===== config.mk =====
export PLATFORM = sky130hd
export DESIGN_NAME = i2c_target_regfile_flat
export DESIGN_NICKNAME = d
export VERILOG_FILES = /design/src/rtl/i2c_target_regfile_if.sv /design/src/rtl/i2c_target_regfile.sv /design/src/flat_wrapper.sv
export SDC_FILE = /design/constraint.sdc
export NUM_CORES = 1
export LEC_CHECK = 0
export BUFFER_PORTS_ARGS = -buffer_cell sky130_fd_sc_hd__buf_2
export CAP_MARGIN = 20
export CORE_MARGIN = 2
export CORE_UTILIZATION = 50
export DETAILED_ROUTE_END_ITERATION = 12
export PLACE_DENSITY = 0.74
export SYNTH_ARGS = -nofsm -noshare
export SYNTH_HDL_FRONTEND = slang
export SYNTH_SLANG_ARGS = --single-unit
export TNS_END_PERCENT = 50

===== constraint.sdc =====
create_clock -name clock -period 3.8 [get_ports clock]
set_input_delay 0.76 -clock clock [delete_from_list [all_inputs] [get_ports clock]]
set_output_delay 0.76 -clock clock [all_outputs]
set_load 0.02 [all_outputs]

===== src/rtl/i2c_target_regfile_if.sv =====
// Bus bundle between the I2C target register file and its environment:
// raw I2C pins, host preload port and the write report back to the host.
interface i2c_target_regfile_if #(
  parameter int PTR_W = 4
);
  logic             scl;
  logic             sda_in;
  logic             sda_drive_low;
  logic             host_we;
  logic [PTR_W-1:0] host_addr;
  logic [7:0]       host_wdata;
  logic             wr_strobe;
  logic [PTR_W-1:0] wr_addr;
  logic [7:0]       wr_data;
  logic             busy;

  modport master (
    output scl, sda_in, host_we, host_addr, host_wdata,
    input  sda_drive_low, wr_strobe, wr_addr, wr_data, busy
  );

  modport slave (
    input  scl, sda_in, host_we, host_addr, host_wdata,
    output sda_drive_low, wr_strobe, wr_addr, wr_data, busy
  );
endinterface


===== src/rtl/i2c_target_regfile.sv =====
// I2C target emulating the colour sensor: 8-bit register file with auto-incrementing
// pointer, host preload port and a report of every byte the master writes.
//
// state      | meaning
// IDLE       | bus free, waiting for START
// DEV_ADDR   | shifting in device address + R/W
// DEV_ACK    | driving ACK for our address
// REG_ADDR   | shifting in register pointer
// REG_ACK    | driving ACK for the pointer byte
// WDATA      | shifting in a data byte to write
// WDATA_ACK  | driving ACK for a written byte
// RDATA      | driving a register byte out, MSB first
// RDATA_MACK | SDA released, sampling master ACK/NACK
// IGNORE     | not addressed or NACKed; wait for START/STOP
module i2c_target_regfile #(
  parameter logic [6:0] DEVICE_ADDRESS = 7'h44,
  parameter int         NUM_REGS       = 16,
  parameter int         PTR_W          = 4
) (
  input  logic              clock,
  input  logic              reset_n,
  i2c_target_regfile_if.slave bus
);

  typedef enum logic [3:0] {
    IDLE, DEV_ADDR, DEV_ACK, REG_ADDR, REG_ACK,
    WDATA, WDATA_ACK, RDATA, RDATA_MACK, IGNORE
  } state_t;

  state_t           state;
  logic [1:0]       scl_sync;
  logic [1:0]       sda_sync;
  logic             scl_d;
  logic             sda_d;
  logic [3:0]       bit_cnt;
  logic [7:0]       shreg;
  logic [7:0]       tx;
  logic             rw;
  logic             mack;
  logic [PTR_W-1:0] ptr;
  logic [7:0]       regs [NUM_REGS];

  logic       scl_s;
  logic       sda_s;
  logic       scl_rise;
  logic       scl_fall;
  logic       start_det;
  logic       stop_det;
  logic [7:0] rx_byte;

  assign scl_s     = scl_sync[1];
  assign sda_s     = sda_sync[1];
  assign scl_rise  = scl_s & ~scl_d;
  assign scl_fall  = ~scl_s & scl_d;
  assign start_det = scl_s & scl_d & sda_d & ~sda_s;
  assign stop_det  = scl_s & scl_d & ~sda_d & sda_s;
  assign rx_byte   = {shreg[6:0], sda_s};

  always_ff @(posedge clock) begin
    if (!reset_n) begin
      // synchronizers reset to the idle-bus level so release never looks like an edge
      scl_sync          <= 2'b11;
      sda_sync          <= 2'b11;
      scl_d             <= 1'b1;
      sda_d             <= 1'b1;
      state             <= IDLE;
      bit_cnt           <= 4'd0;
      shreg             <= 8'h00;
      tx                <= 8'h00;
      rw                <= 1'b0;
      mack              <= 1'b0;
      ptr               <= '0;
      bus.sda_drive_low <= 1'b0;
      bus.wr_strobe     <= 1'b0;
      bus.wr_addr       <= '0;
      bus.wr_data       <= 8'h00;
      bus.busy          <= 1'b0;
      for (int i = 0; i < NUM_REGS; i++) regs[i] <= 8'h00;
    end else begin
      scl_sync      <= {scl_sync[0], bus.scl};
      sda_sync      <= {sda_sync[0], bus.sda_in};
      scl_d         <= scl_s;
      sda_d         <= sda_s;
      bus.wr_strobe <= 1'b0;

      // host write first so a same-cycle I2C write to the same register overrides it
      if (bus.host_we) regs[bus.host_addr] <= bus.host_wdata;

      if (start_det) begin
        state             <= DEV_ADDR;
        bit_cnt           <= 4'd0;
        bus.busy          <= 1'b1;
        bus.sda_drive_low <= 1'b0;
      end else if (stop_det) begin
        state             <= IDLE;
        bus.busy          <= 1'b0;
        bus.sda_drive_low <= 1'b0;
      end else begin
        if (scl_rise && (state == DEV_ADDR || state == REG_ADDR || state == WDATA)) begin
          shreg   <= rx_byte;
          bit_cnt <= bit_cnt + 4'd1;
        end
        case (state)
          DEV_ADDR: if (scl_rise && bit_cnt == 4'd7) begin
            bit_cnt <= 4'd0;
            if (rx_byte[7:1] == DEVICE_ADDRESS) begin
              rw    <= rx_byte[0];
              state <= DEV_ACK;
            end else begin
              state <= IGNORE;
            end
          end
          REG_ADDR: if (scl_rise && bit_cnt == 4'd7) begin
            bit_cnt <= 4'd0;
            ptr     <= rx_byte[PTR_W-1:0];
            state   <= REG_ACK;
          end
          WDATA: if (scl_rise && bit_cnt == 4'd7) begin
            bit_cnt       <= 4'd0;
            regs[ptr]     <= rx_byte;
            bus.wr_strobe <= 1'b1;
            bus.wr_addr   <= ptr;
            bus.wr_data   <= rx_byte;
            ptr           <= ptr + 1'b1;
            state         <= WDATA_ACK;
          end
          // first falling edge asserts ACK, the next one ends it
          DEV_ACK, REG_ACK, WDATA_ACK: if (scl_fall) begin
            if (!bus.sda_drive_low) begin
              bus.sda_drive_low <= 1'b1;
            end else begin
              bus.sda_drive_low <= 1'b0;
              bit_cnt           <= 4'd0;
              if (state != DEV_ACK) begin
                state <= WDATA;
              end else if (rw) begin
                tx                <= regs[ptr];
                bus.sda_drive_low <= ~regs[ptr][7];
                state             <= RDATA;
              end else begin
                state <= REG_ADDR;
              end
            end
          end
          RDATA: begin
            if (scl_rise) begin
              bit_cnt <= bit_cnt + 4'd1;
            end else if (scl_fall) begin
              if (bit_cnt == 4'd8) begin
                bus.sda_drive_low <= 1'b0;
                ptr               <= ptr + 1'b1;
                mack              <= 1'b0;
                state             <= RDATA_MACK;
              end else begin
                tx                <= {tx[6:0], 1'b0};
                bus.sda_drive_low <= ~tx[6];
              end
            end
          end
          RDATA_MACK: begin
            if (scl_rise) begin
              if (sda_s) state <= IGNORE;
              else       mack  <= 1'b1;
            end else if (scl_fall && mack) begin
              tx                <= regs[ptr];
              bus.sda_drive_low <= ~regs[ptr][7];
              bit_cnt           <= 4'd0;
              state             <= RDATA;
            end
          end
          default: ;
        endcase
      end
    end
  end

endmodule


===== src/flat_wrapper.sv =====
// flat-port wrapper written by rule: the top's interface ports become plain ports
module i2c_target_regfile_flat 
#(
  parameter logic [6:0] DEVICE_ADDRESS = 7'h44,
  parameter int         NUM_REGS       = 16,
  parameter int         PTR_W          = 4
)
  (clock, reset_n, bus_scl, bus_sda_in, bus_host_we, bus_host_addr, bus_host_wdata, bus_sda_drive_low, bus_wr_strobe, bus_wr_addr, bus_wr_data, bus_busy);
  i2c_target_regfile_if #(.PTR_W(PTR_W)) bus_i ();
  input  logic clock;
  input  logic reset_n;
  input wire logic [$bits(bus_i.scl)-1:0] bus_scl;
  input wire logic [$bits(bus_i.sda_in)-1:0] bus_sda_in;
  input wire logic [$bits(bus_i.host_we)-1:0] bus_host_we;
  input wire logic [$bits(bus_i.host_addr)-1:0] bus_host_addr;
  input wire logic [$bits(bus_i.host_wdata)-1:0] bus_host_wdata;
  output wire logic [$bits(bus_i.sda_drive_low)-1:0] bus_sda_drive_low;
  output wire logic [$bits(bus_i.wr_strobe)-1:0] bus_wr_strobe;
  output wire logic [$bits(bus_i.wr_addr)-1:0] bus_wr_addr;
  output wire logic [$bits(bus_i.wr_data)-1:0] bus_wr_data;
  output wire logic [$bits(bus_i.busy)-1:0] bus_busy;
  assign bus_i.scl = bus_scl;
  assign bus_i.sda_in = bus_sda_in;
  assign bus_i.host_we = bus_host_we;
  assign bus_i.host_addr = bus_host_addr;
  assign bus_i.host_wdata = bus_host_wdata;
  assign bus_sda_drive_low = bus_i.sda_drive_low;
  assign bus_wr_strobe = bus_i.wr_strobe;
  assign bus_wr_addr = bus_i.wr_addr;
  assign bus_wr_data = bus_i.wr_data;
  assign bus_busy = bus_i.busy;
  i2c_target_regfile #(.DEVICE_ADDRESS(DEVICE_ADDRESS), .NUM_REGS(NUM_REGS), .PTR_W(PTR_W)) u_core (.clock(clock), .reset_n(reset_n), .bus(bus_i));
endmodule

==> reports/results.txt <==
status: completed
DR vias/cell: 6.41
Total Nets Final: 1,020
crit share post-route: 0.820
internal power: 0.00343 W
Hold Path Sink: u_core.scl_sync[1]$_SDFF_PN1_
Total Power: 0.00465 W
Arr. time, crit path: 3.21 ns
CTS tree: yes
Clock Skew: 0.00896 ns
CTS Buffer Depth: 2
fillcell total: 1,659
Starting DRT DRC Count: 1,018
Sequential Power Share: 0.491
Net Switching: 0.00122 W
total track usage: 0.287
syn nets: 1,032
fin util: 0.551
placed cell areas: 10,100 µm²
Die Height: 144 µm
core footprint: 19,300 µm²
Initial Util: 0.507
Synth Instances: 1,009
Synth top cells by count: 184 x nand2_1, 138 x o21ai_0, 128 x edfxtp_1
area delta synth->final: 8.73%
Net Sw Frac: 0.263
PostCTS Resize Cnt: 0
Primary FF master, synth: edfxtp_1
Least-Margin Pin Slew: 1.01 ns
fin crit period: 3.11 ns
multi-input logic area: 4390 µm²
Hold Startpoint: u_core.scl_sync[0]$_SDFF_PN1_
diodes inserted: 0
R2R depth: 4
clock sink count: 181
Slew HR: 0.324
top cell type by total area after synthesis: edfxtp_1
post-CTS setup-driven buffer insertion count: 0
setup TNS: 0 ns
nature of the critical path endpoint: flop
Warnings, synthesis: 0
Core Rows: 51
Syn Std Cell Area: 9800 µm²
RR Startpoint: u_core.state[3]$_SDFFE_PP0P_
Max Cap Violations: 0
register area: 4910 µm²
DRC violations left: 0
layout cell share with drive strength beyond 1: 0.124
Avg Cell Area, Syn: 9.71 µm²
design area: 10,700 µm²
hold depth: 1
R2R Path End: u_core.regs[11][4]$_DFFE_PP_
vias after detailed routing: 8,178
Leakage Power: 3.39 nW
H-tree Lvls: 4
number of enable flip-flop cells after synthesis: 128
most frequent cell after synthesis: nand2_1
vias in the first global route: 7,435
WL per Instance: 22.5 µm
Synth area leaders: edfxtp_1 39%, dfxtp_1 11%, nand2_1 7.0%
synth unique cells: 71
latest clock arrival within the worst-skew pair: 0.45 ns
RSZ-0062 raised after global routing: false
worst hold path class: reg -> reg
DPL Wire Length: 19,000 µm
Pins Over Slew Limit: 0
crit-path max FO: 20
P per Cell Area: 436 nW/µm²
largest net degree at the start of global routing: 29
Root Buffer: clkbuf_16
reg-to-reg slack, setup: 0.69 ns
Fmax achieved: 0.321 GHz
# setup viols final: 0
IO Pins: 32
Combinational Power Share: 0.129
area of the die: 20,700 µm²
Routed Antenna Nets: 0
WL final: 28,700 µm
worst vdd ir: 0.000309 V
Worst Setup Start Kind: flop
initial antenna violation count: 0
Clock Pin Slew Worst Setup and Hold Paths: 0.07 ns
final hold violation count: 0
I/O Buffers: 31
total grt overflow: 0
first-pass GRT wire length: 43,600 µm
TritonRoute pass-1 iters: 7
Synth top area share: 0.392
GPL Wtd Cong: 0.972
Critical Path Start: u_core.state[3]$_SDFFE_PP0P_
#FFs+latches synth: 181
hold_buf cts: 0
crit path kind: reg -> reg
asr flop ratio synth: 0
CTS buffer count: 17
Worst EP required: 3.90 ns
clock power share: 0.381
Seq/Total Area, Yosys: 0.500
DIE WIDTH: 144 µm
[logic make-up (layout without fill, tap and decap cells)]
family                     count (synthesis)  after routing  share of synthesized area
buffers and inverters                    112            113                     0.0517
and+or+nand+nor                          412            412                      0.213
AOI/OAI and AO/OA                        244            244                      0.146
adders and majority gates                  7              7                    0.00868
DFF                                      181            181                      0.500
muxes                                     50             50                     0.0779
xor gates and xnor gates                   3              3                    0.00268
[layout by cell type (no fill, tap or decap), types with 21 or more instances in the layout]
cell type / count
dfxtp_1: 52
mux4_2: 21
mux2i_1: 29
nand2_1: 184
buf_2: 31
o21ai_0: 138
edfxtp_1: 128
inv_1: 21
nor2_1: 29
buf_4: 29
nand3_1: 90
a21oi_1: 40
[critical path: stages (launching register included)]
cell and delay [ns]:
dfxtp_1 0.46, nand3b_1 0.48, nor4_4 0.87, nand4_2 0.47, nand3b_1 0.49
[registers in the layout, indices dropped and copies added, names as in the netlist, 2 cells and up, named ones only]
| register | count |
|---|---|
| u_core.bit_cnt | 4 |
| u_core.bus.wr_addr | 4 |
| u_core.bus.wr_data | 8 |
| u_core.ptr | 4 |
| u_core.regs | 128 |
| u_core.scl_sync | 2 |
| u_core.sda_sync | 2 |
| u_core.shreg | 7 |
| u_core.state | 4 |
| u_core.tx | 7 |
[power groups by stage]
stage | clock (W) | sequential, W | combinational, W
6_report | 0.00177 | 0.00228 | 0.000598
3_3_place_gp | 0 | 0.00232 | 0.000582
5_1_grt | 0.00186 | 0.00229 | 0.000650
3_5_place_dp | 0 | 0.00232 | 0.000583
2_1_floorplan | 0 | 0.00228 | 0.000468
4_1_cts | 0.00176 | 0.00228 | 0.000585
[per-stage QoR]
step           worst slack, ns  instances  hold slack (ns)
6_report                 0.685       1275            0.417
5_1_grt                  0.419       1275            0.442
4_1_cts                  0.718       1275            0.422
3_5_place_dp             0.734       1243            0.405
3_3_place_gp             0.848       1243            0.391
2_1_floorplan             1.39       1009            0.386
[cell type report]
class,instances,area share
Clock buffer,25,0.0477
Clock inverter,7,0.00658
Inverter,21,0.00740
Multi-Input combinational cell,716,0.412
Sequential cell,181,0.460
Tap cell,265,0.0311
Timing Repair Buffer,60,0.0350
[how the worst max path moves through the flow]
| stage | to | slack, ns |
|---|---|---|
| global placement | u_core.regs[6][5]$_DFFE_PP_ | 0.85 |
| global route | u_core.regs[11][4]$_DFFE_PP_ | 0.42 |
| CTS | u_core.regs[11][4]$_DFFE_PP_ | 0.72 |
| detailed placement | u_core.regs[11][7]$_DFFE_PP_ | 0.73 |
| finish | u_core.regs[11][4]$_DFFE_PP_ | 0.69 |
| floorplan | u_core.regs[0][0]$_DFFE_PP_ | 1.39 |
[layer usage]
| metal | track usage | up-vias | wire [µm] |
|---|---|---|---|
| met5 | 0 | - | 0 |
| met2 | 0.425 | 555 | 12800 |
| met3 | 0.0887 | 113 | 3390 |
| li1 | - | 3693 | - |
| met4 | 0.130 | 0 | 1190 |
| met1 | 0.390 | 3817 | 11300 |
No activity file was read; power rests on OpenSTA's default activity.
